**src/rtl/lcd_pkg.sv**
```systemverilog
// lcd_pkg: shared constants for the 800x480 LCD raster controller.
//   - Horizontal / vertical timing (sync, back porch, active, front porch)
//   - Derived totals H_TOTAL / V_TOTAL
//   - PIX_LAT: clocks from a coordinate request to the matching pix_data
//   - Bus widths COORD_W / RGB_W
//   - Colour-bar constants and bar_color() used when LCD_TEST_PATTERN_EN is defined
package lcd_pkg;

    localparam int H_SYNC  = 128;
    localparam int H_BACK  = 88;
    localparam int H_VALID = 800;
    localparam int H_FRONT = 40;
    localparam int V_SYNC  = 2;
    localparam int V_BACK  = 33;
    localparam int V_VALID = 480;
    localparam int V_FRONT = 10;

    localparam int H_TOTAL = H_SYNC + H_BACK + H_VALID + H_FRONT;
    localparam int V_TOTAL = V_SYNC + V_BACK + V_VALID + V_FRONT;

    localparam int PIX_LAT = 1;

    localparam int COORD_W = 11;
    localparam int RGB_W   = 24;

    localparam logic [RGB_W-1:0] BAR_WHITE   = 24'hFFFFFF;
    localparam logic [RGB_W-1:0] BAR_YELLOW  = 24'hFFFF00;
    localparam logic [RGB_W-1:0] BAR_CYAN    = 24'h00FFFF;
    localparam logic [RGB_W-1:0] BAR_GREEN   = 24'h00FF00;
    localparam logic [RGB_W-1:0] BAR_MAGENTA = 24'hFF00FF;
    localparam logic [RGB_W-1:0] BAR_RED     = 24'hFF0000;
    localparam logic [RGB_W-1:0] BAR_BLUE    = 24'h0000FF;
    localparam logic [RGB_W-1:0] BAR_BLACK   = 24'h000000;

    // Eight 100-pixel-wide vertical bars; threshold compares avoid a divider.
    function automatic logic [RGB_W-1:0] bar_color(input logic [9:0] x);
        if (x < 10'd100)      return BAR_WHITE;
        else if (x < 10'd200) return BAR_YELLOW;
        else if (x < 10'd300) return BAR_CYAN;
        else if (x < 10'd400) return BAR_GREEN;
        else if (x < 10'd500) return BAR_MAGENTA;
        else if (x < 10'd600) return BAR_RED;
        else if (x < 10'd700) return BAR_BLUE;
        else                  return BAR_BLACK;
    endfunction

endpackage

```
**src/rtl/lcd_delay_pipe.sv**
```systemverilog
// lcd_delay_pipe: N-stage, W-bit register shift with synchronous active-high reset.
// Ports:
//   clk  in   clock
//   rst  in   synchronous reset, clears every stage
//   d    in   W-bit input
//   q    out  d delayed by N clocks
module lcd_delay_pipe #(
    parameter int N = 1,
    parameter int W = 1
) (
    input  logic         clk,
    input  logic         rst,
    input  logic [W-1:0] d,
    output logic [W-1:0] q
);

    logic [W-1:0] stage [N];

    always_ff @(posedge clk) begin
        if (rst) begin
            for (int i = 0; i < N; i++) begin
                stage[i] <= '0;
            end
        end else begin
            stage[0] <= d;
            for (int i = 1; i < N; i++) begin
                stage[i] <= stage[i-1];
            end
        end
    end

    assign q = stage[N-1];

endmodule

```
**src/rtl/lcd_timing_ctrl.sv**
```systemverilog
// lcd_timing_ctrl: 800x480 LCD raster timing generator and panel output stage.
// Ports:
//   clk_in       in   pixel clock
//   sys_rst      in   synchronous active-high reset
//   pix_data     in   colour from the pixel generator, valid PIX_LAT clocks after its coordinates
//   test_sel     in   select the built-in colour-bar pattern (only with LCD_TEST_PATTERN_EN)
//   pix_x/pix_y  out  requested active-area coordinate, 0 outside the active area
//   pix_req      out  pix_x/pix_y are a valid request
//   lcd_hs/vs    out  active-high syncs, delayed to line up with lcd_de/lcd_rgb
//   lcd_de       out  data enable aligned to lcd_rgb
//   lcd_rgb      out  panel colour, 0 whenever lcd_de is low
//   frame_start  out  one-clock pulse for the raster origin (h_cnt=0, v_cnt=0)
// Build option: define LCD_TEST_PATTERN_EN to add the 8-bar test pattern on test_sel.
module lcd_timing_ctrl
    import lcd_pkg::*;
(
    input  logic               clk_in,
    input  logic               sys_rst,
    input  logic [RGB_W-1:0]   pix_data,
    input  logic               test_sel,
    output logic [COORD_W-1:0] pix_x,
    output logic [COORD_W-1:0] pix_y,
    output logic               pix_req,
    output logic               lcd_hs,
    output logic               lcd_vs,
    output logic               lcd_de,
    output logic [RGB_W-1:0]   lcd_rgb,
    output logic               frame_start
);

    localparam logic [COORD_W-1:0] H_LAST      = COORD_W'(H_TOTAL - 1);
    localparam logic [COORD_W-1:0] V_LAST      = COORD_W'(V_TOTAL - 1);
    localparam logic [COORD_W-1:0] H_ACT_FIRST = COORD_W'(H_SYNC + H_BACK);
    localparam logic [COORD_W-1:0] H_ACT_LAST  = COORD_W'(H_SYNC + H_BACK + H_VALID - 1);
    localparam logic [COORD_W-1:0] V_ACT_FIRST = COORD_W'(V_SYNC + V_BACK);
    localparam logic [COORD_W-1:0] V_ACT_LAST  = COORD_W'(V_SYNC + V_BACK + V_VALID - 1);
    localparam logic [COORD_W-1:0] H_SYNC_END  = COORD_W'(H_SYNC);
    localparam logic [COORD_W-1:0] V_SYNC_END  = COORD_W'(V_SYNC);

    logic [COORD_W-1:0] h_cnt;
    logic [COORD_W-1:0] v_cnt;
    logic               h_act;
    logic               v_act;
    logic               hs_raw;
    logic               vs_raw;
    logic               hs_d;
    logic               vs_d;
    logic               req_d;
    logic [RGB_W-1:0]   rgb_src;

    always_ff @(posedge clk_in) begin
        if (sys_rst) begin
            h_cnt <= '0;
            v_cnt <= '0;
        end else if (h_cnt == H_LAST) begin
            h_cnt <= '0;
            v_cnt <= (v_cnt == V_LAST) ? '0 : v_cnt + 1'b1;
        end else begin
            h_cnt <= h_cnt + 1'b1;
        end
    end

    always_comb begin
        h_act   = (h_cnt >= H_ACT_FIRST) && (h_cnt <= H_ACT_LAST);
        v_act   = (v_cnt >= V_ACT_FIRST) && (v_cnt <= V_ACT_LAST);
        pix_req = h_act && v_act;
        pix_x   = '0;
        pix_y   = '0;
        if (pix_req) begin
            pix_x = h_cnt - H_ACT_FIRST;
            pix_y = v_cnt - V_ACT_FIRST;
        end
        hs_raw = (h_cnt < H_SYNC_END);
        vs_raw = (v_cnt < V_SYNC_END);
    end

    // First PIX_LAT stages of the sync/DE pipe; the final stage is the
    // output register below so DE lands on the same edge as lcd_rgb.
    lcd_delay_pipe #(
        .N (PIX_LAT),
        .W (3)
    ) u_sync_pipe (
        .clk (clk_in),
        .rst (sys_rst),
        .d   ({hs_raw, vs_raw, pix_req}),
        .q   ({hs_d, vs_d, req_d})
    );

`ifdef LCD_TEST_PATTERN_EN
    logic [9:0] bar_x;

    // Bar colour follows the same latency as the generator's pix_data.
    lcd_delay_pipe #(
        .N (PIX_LAT),
        .W (10)
    ) u_bar_pipe (
        .clk (clk_in),
        .rst (sys_rst),
        .d   (pix_x[9:0]),
        .q   (bar_x)
    );

    assign rgb_src = test_sel ? bar_color(bar_x) : pix_data;
`else
    logic unused_test_sel;

    assign unused_test_sel = test_sel;
    assign rgb_src         = pix_data;
`endif

    always_ff @(posedge clk_in) begin
        if (sys_rst) begin
            lcd_hs      <= 1'b0;
            lcd_vs      <= 1'b0;
            lcd_de      <= 1'b0;
            lcd_rgb     <= '0;
            frame_start <= 1'b0;
        end else begin
            lcd_hs      <= hs_d;
            lcd_vs      <= vs_d;
            lcd_de      <= req_d;
            lcd_rgb     <= req_d ? rgb_src : '0;
            frame_start <= (h_cnt == '0) && (v_cnt == '0);
        end
    end

endmodule
```
**config.mk**
```make
export PLATFORM = sky130hd
export DESIGN_NAME = lcd_timing_ctrl
export DESIGN_NICKNAME = d
export VERILOG_FILES = /design/src/rtl/lcd_pkg.sv /design/src/rtl/lcd_delay_pipe.sv /design/src/rtl/lcd_timing_ctrl.sv
export SDC_FILE = /design/constraint.sdc
export NUM_CORES = 1
export LEC_CHECK = 0
export ABC_AREA = 1
export CORE_MARGIN = 2
export CORE_UTILIZATION = 35
export CTS_CLUSTER_DIAMETER = 120
export CTS_CLUSTER_SIZE = 20
export DETAILED_ROUTE_END_ITERATION = 16
export SLEW_MARGIN = 20
export SYNTH_ARGS = -nofsm -noshare
export SYNTH_HDL_FRONTEND = slang
export SYNTH_SLANG_ARGS = --single-unit
```
**constraint.sdc**
```tcl
create_clock -name clk_in -period 1.9 [get_ports clk_in]
set_input_delay 0.38 -clock clk_in [delete_from_list [all_inputs] [get_ports clk_in]]
set_output_delay 0.38 -clock clk_in [all_outputs]
set_load 0.01 [all_outputs]
```
# Yosys cells after proc, flatten, opt, wreduce, memory -nomap -nowiden
# Memory sizes are Yosys's and may differ from the RTL's.
# Index checks and enable logic that the tools add are counted.
# totals
latch_bits,0
mem_bits_ro,0
reg_bits,50
elab_cells,38
output_inout_bits,51
ram_bits,3
memories,1
in_bits,27
# classes
n_shift,0
muxes,8
addsub,4
order_cmp,6
n_bitwise,1
n_reduce_logical,9
div_mod_pow,0
n_eq_ne,2
multipliers,0
# mem_list
memory,depth,word_bits,read_ports,rd_clocked_by_memory_dff,wr,line_no,text
u_sync_pipe.stage,1,3,1,0,1,lcd_delay_pipe.sv:17,logic [W-1:0] stage [N];
# ops
op,n
$mux 11,3
$add 11x1->11 const B,2
$le 11x10->1 const B,2
$logic_not 11->1,2
$eq 11x10->1 const B,1
$eq 11x11->1 const B,1
$ge 11x6->1 const B,1
$ge 11x8->1 const B,1
$lt 11x2->1 const B,1
$lt 11x8->1 const B,1
$sub 11x6->11 const B,1
$sub 11x8->11 const B,1
$logic_and 1x1->1,4
$mux 1,4
$reduce_or 2->1,2
$mux 3,1
$reduce_or 3->1,1
$not 1->1,1

# Longest topological paths before layout
# depth
depth_word,4
mapped_depth,9
mapped_depth_nobuf,9

# By module
# Synthesis repeated with hierarchy kept, for this count alone.
# hier_totals
cells_unflattened,407
hier_area_um2,2846.5
# by_module_without_submodules
mod,cells_per_inst,seq_area_each_um2,area_per_inst_um2,instances
lcd_timing_ctrl,398,1001.0,2763.9,1
lcd_delay_pipe,9,60.1,82.6,1

# Worst setup path after synthesis
# No wires, ideal clock.
# synth_path
path_type,register to output
start,register h_cnt[3]
end,output pix_x[0]
path_stages_with_launch,9
required_time_ps,1520
n_path_buf,1
slack_ps,135
t_arrival_ps,1385
cell_sequence,dfxtp_1 -> inv_2 -> ha_1 -> nand4_1 -> nand2_1 -> nand3_2 -> nand3_4 -> buf_6 -> nor3_2
# synth_via
elab_chain_len,4
elab_cells_between_ends,5
classes_between,order compare (2); mux (1); reduce/logical (2)
# synth_lines
element,line_no,text
start: declaration,lcd_timing_ctrl.sv:40,logic [COORD_W-1:0] h_cnt;
start signal: assignment,lcd_timing_ctrl.sv:59,h_cnt <= h_cnt + 1'b1;
$ge 11x8->1 or $le 11x10->1 (tied branches),lcd_timing_ctrl.sv:64,h_act = (h_cnt >= H_ACT_FIRST) && (h_cnt <= H_ACT_LAST);
$logic_and 1x1->1 *,lcd_timing_ctrl.sv:64,
$logic_and 1x1->1 *,lcd_timing_ctrl.sv:66,pix_req = h_act && v_act;
$mux 11 *,lcd_timing_ctrl.sv:69,if (pix_req) begin
end: declaration,lcd_timing_ctrl.sv:21,"output logic [COORD_W-1:0] pix_x,"
# Mark *: on every way between the ends. The rest lies on a longest branch, timed or not.

# Final worst setup path
# layout_path
start,register h_cnt[3]
end,output pix_x[3]
# layout_via
elab_chain_len,4
elab_cells_between_ends,6
classes_between,add/sub (1); order compare (2); mux (1); reduce/logical (2)
# layout_lines
element,line_no
$ge 11x8->1 or $le 11x10->1 (tied branches),lcd_timing_ctrl.sv:64
$logic_and 1x1->1,lcd_timing_ctrl.sv:64
$logic_and 1x1->1,lcd_timing_ctrl.sv:66
$mux 11 *,lcd_timing_ctrl.sv:69
# Marked as above.

==> run metrics <==
outcome complete, but fails checks; failing checks setup timing; maximum buffer depth of the clock tree 2; dominant combinational cell family by area after synthesis simple AND/OR/NAND/NOR gates; half-perimeter wire length after detailed placement 6040 µm; post-detailed-routing wire length just under 8000 µm; Leak Pwr 2.26 nW; worst-case vdd ir drop just under 300 µV; Post-Synth XOR/XNOR Area 0.0398; share of final-layout standard cells stronger than drive strength 1 0.370; drc violations 0; synthesized area divided by synthesized cell count 7.38 µm²; count of nets after finishing just under 600; die boundary height around 94 µm; mux share of post-synthesis cell area 0; I/O pin total 78; Simple-Gate Fraction of Synth Area 0.409; total CTS buffers 5; classification of the worst setup path reg2out; DR WL/cell 11.9 µm; Final GP Congestion just over 0.9; Clock Tree Root sky130_fd_sc_hd__clkbuf_8; final std cell area, no fill 4620 µm²; Synth Register Bits 53; delay of the slowest cell on the worst path 0.38 ns; vias in the first global route between 2k and 3k; Die Width 94.5 µm; worst path setup slack after routing -0.306 ns; unrepaired setup endpoints after global routing true; number of synthesized flops with an enable pin 0; final setup violation count 23; # diodes 0; net count after synthesis 423; Slowest cell on crit path sky130_fd_sc_hd__dfxtp_4; highest-count cells in the layout ignoring fill and taps sky130_fd_sc_hd__buf_4 (83), sky130_fd_sc_hd__nand2_1 (65), sky130_fd_sc_hd__nor2_1 (57), sky130_fd_sc_hd__inv_1 (54), sky130_fd_sc_hd__clkdlybuf4s50_1 (53); number of instances on the worst hold path 2; netlist area before placement 2860 µm²; required time worst endpoint between 1.5 and 2 ns; pwr dens 438 nW/µm²; CTS H-Tree Depth 2; Initial Util 0.365; CP startpoint kind register; transition time at the pin with the least slew margin about 0.36 ns; TritonCTS clock tree yes; global-route wire length before repair 12,700 µm; element type at the critical path end output port; kind of cell adding the most delay to the critical path buffers and inverters; data arrival time of the critical path 1.83 ns; CP Max Fanout 7; normalized max-slew margin 0.759; WP depth 10; achievable frequency 453 MHz; count of input and output buffers 76; number of warnings printed during yosys synthesis 0; total vias in the final route 2,905; final period demand of the worst path 2.21 ns; drt first pass iters 4; Primary FF master, synth sky130_fd_sc_hd__dfxtp_1; Die Area 8920 µm²; initial antenna violation count 0; Area Overhead vs Synth 61.3%; most common cell after layout, fill and taps aside sky130_fd_sc_hd__buf_4; via-per-instance ratio ~4.4; Overflow after GRT 0; core area 7850 µm²; number of failing hold endpoints at the final stage 0; number of max-slew violations in the final report 0; number of design-rule violations left by the first detailed-router iteration 74; Worst Path Buf+Inv 5; Sum Neg Setup Slack -5.67 ns; ordered list of cells on the worst path buf_6 -> ha_4 -> inv_2 -> nand2_2 -> nand3_2 -> nand3_4 -> buf_12 -> buf_12 -> nor3_4 -> buf_2; Register-to-Register Path Depth 10; residual antenna-violating net count after detailed routing 0; async set-or-reset flop fraction in the synthesized netlist 0; hold slack final 0.407 ns; number of maximum-capacitance violations 0; number of different library cells in the post-synthesis netlist 34; Post-Synth Adder-Cell Area 0.0349; ratio of final minimum period to clock period 1.16; clock transition time at the flip-flop clock pins of the worst setup and hold paths 0.10 ns; final worst clock skew 0.0113 ns; clk_lat worst skew ~0.31 ns; Overall Global Routing Usage 0.179; # rows 32; post-synthesis instance total around 390; Hold Path Class reg2reg; Post-DP Area 4270 µm²; part of the Yosys area used for sequential elements 0.370; most numerous cell on the critical path sky130_fd_sc_hd__buf_12; pin count of the biggest net entering global routing 26; compound-cell area share of the yosys netlist 0.0301; clk sinks 53
## what timing repair did
action                     4_1_cts  5_1_grt
gates cloned                     1        0
buffers inserted                 8        6
pin swaps                       27       20
resized for setup              132       28
hold buffers                     0        0
setup endpoints to repair       23       23
## worst reg2reg max path: stages (launching register included)
cell and delay, ns:
sky130_fd_sc_hd__dfxtp_4 0.38, sky130_fd_sc_hd__buf_6 0.12, sky130_fd_sc_hd__ha_4 0.15, sky130_fd_sc_hd__inv_2 0.04
sky130_fd_sc_hd__nand2_2 0.05, sky130_fd_sc_hd__nand3_2 0.09, sky130_fd_sc_hd__nand3_4 0.09, sky130_fd_sc_hd__buf_4 0.15
sky130_fd_sc_hd__buf_12 0.14, sky130_fd_sc_hd__buf_4 0.13, sky130_fd_sc_hd__nor3_1 0.22
## flip-flops by register name, summed over array words and instances, names as in the netlist
| register | flops |
|---|---|
| lcd_rgb | 24 |
| u_sync_pipe.stage | 3 |
| h_cnt | 11 |
| lcd_hs | 1 |
| v_cnt | 11 |
| frame_start | 1 |
| lcd_vs | 1 |
| lcd_de | 1 |
## metrics by stage
step / utilization / std cells / power [mW] / worst slack, ns
floorplan: - / 388 / 1.20 / 0.135
global placement: 0.544 / 633 / 1.28 / -0.367
detailed placement: 0.544 / 633 / 1.28 / -0.426
CTS: 0.576 / 650 / 2.05 / -0.310
global route: 0.589 / 654 / 2.12 / -0.410
finish: 0.589 / 654 / 2.03 / -0.306
## power breakdown
| group | leakage, nW | total, mW | switching, mW | internal (mW) |
|---|---|---|---|---|
| logic | 1.77 | 0.135 | 0.0523 | 0.0823 |
| registers | 0.435 | 1.12 | 0.00745 | 1.12 |
| clock network | 0.0554 | 0.768 | 0.372 | 0.396 |
## worst paths after layout
path	startpoint	endpoint	slack (ns)
max	h_cnt[3]$_SDFF_PP0_	pix_x[3]	-0.31
min	u_sync_pipe.stage[0][2]$_SDFF_PP0_	lcd_hs$_SDFF_PP0_	0.41
max reg2reg	h_cnt[3]$_SDFF_PP0_	u_sync_pipe.stage[0][0]$_SDFF_PP0_	0.23
min reg2reg	u_sync_pipe.stage[0][2]$_SDFF_PP0_	lcd_hs$_SDFF_PP0_	0.41
## layout make-up
| class | count | area (µm²) |
|---|---|---|
| timing repair buffer | 167 | 1390 |
| sequential | 53 | 1090 |
| clock buffer | 6 | 72.6 |
| multi-input combinational | 258 | 1650 |
| inverter | 66 | 251 |
| tap | 102 | 128 |
| fill | 750 | 3230 |
| clock inverter | 2 | 38.8 |
## per-layer routing
metal  wire (µm)  vias to the layer above  global-route usage
li1            -                     1526                   -
met1        3400                     1316               0.214
met2        4030                       53               0.324
met3         221                       10              0.0335
met4         155                        0              0.0556
met5           0                        -                   0
## synth_stat cells, types with 2 or more instances
cell / instances / area, µm²
sky130_fd_sc_hd__a21oi_1: 10 / 50.1
sky130_fd_sc_hd__buf_2: 2 / 10.0
sky130_fd_sc_hd__buf_4: 2 / 15.0
sky130_fd_sc_hd__buf_6: 4 / 45.0
sky130_fd_sc_hd__clkbuf_1: 3 / 11.3
sky130_fd_sc_hd__clkinv_1: 2 / 7.51
sky130_fd_sc_hd__dfxtp_1: 53 / 1060
sky130_fd_sc_hd__ha_1: 8 / 100
sky130_fd_sc_hd__inv_1: 59 / 221
sky130_fd_sc_hd__inv_2: 4 / 15.0
sky130_fd_sc_hd__nand2_1: 71 / 267
sky130_fd_sc_hd__nand2_2: 2 / 12.5
sky130_fd_sc_hd__nand2_4: 2 / 22.5
sky130_fd_sc_hd__nand3_1: 23 / 115
sky130_fd_sc_hd__nand3_2: 3 / 30.0
sky130_fd_sc_hd__nand3b_1: 2 / 15.0
sky130_fd_sc_hd__nand4_1: 9 / 56.3
sky130_fd_sc_hd__nor2_1: 60 / 225
sky130_fd_sc_hd__nor2_2: 4 / 25.0
sky130_fd_sc_hd__nor2_4: 4 / 45.0
sky130_fd_sc_hd__nor2_8: 2 / 40.0
sky130_fd_sc_hd__nor3_1: 12 / 60.1
sky130_fd_sc_hd__nor3_2: 21 / 210
sky130_fd_sc_hd__o21ai_0: 3 / 15.0
sky130_fd_sc_hd__o21ai_1: 3 / 15.0
sky130_fd_sc_hd__xor2_1: 12 / 105
## cell families after synthesis
kind of cell / after synthesis
AOI/OAI and AO/OA: 17
xor gates and xnor gates: 13
buffers and inverters: 77
and+or+nand+nor: 220
DFF: 53
adders and majority gates: 8
Power figures use the tool's default switching activity.
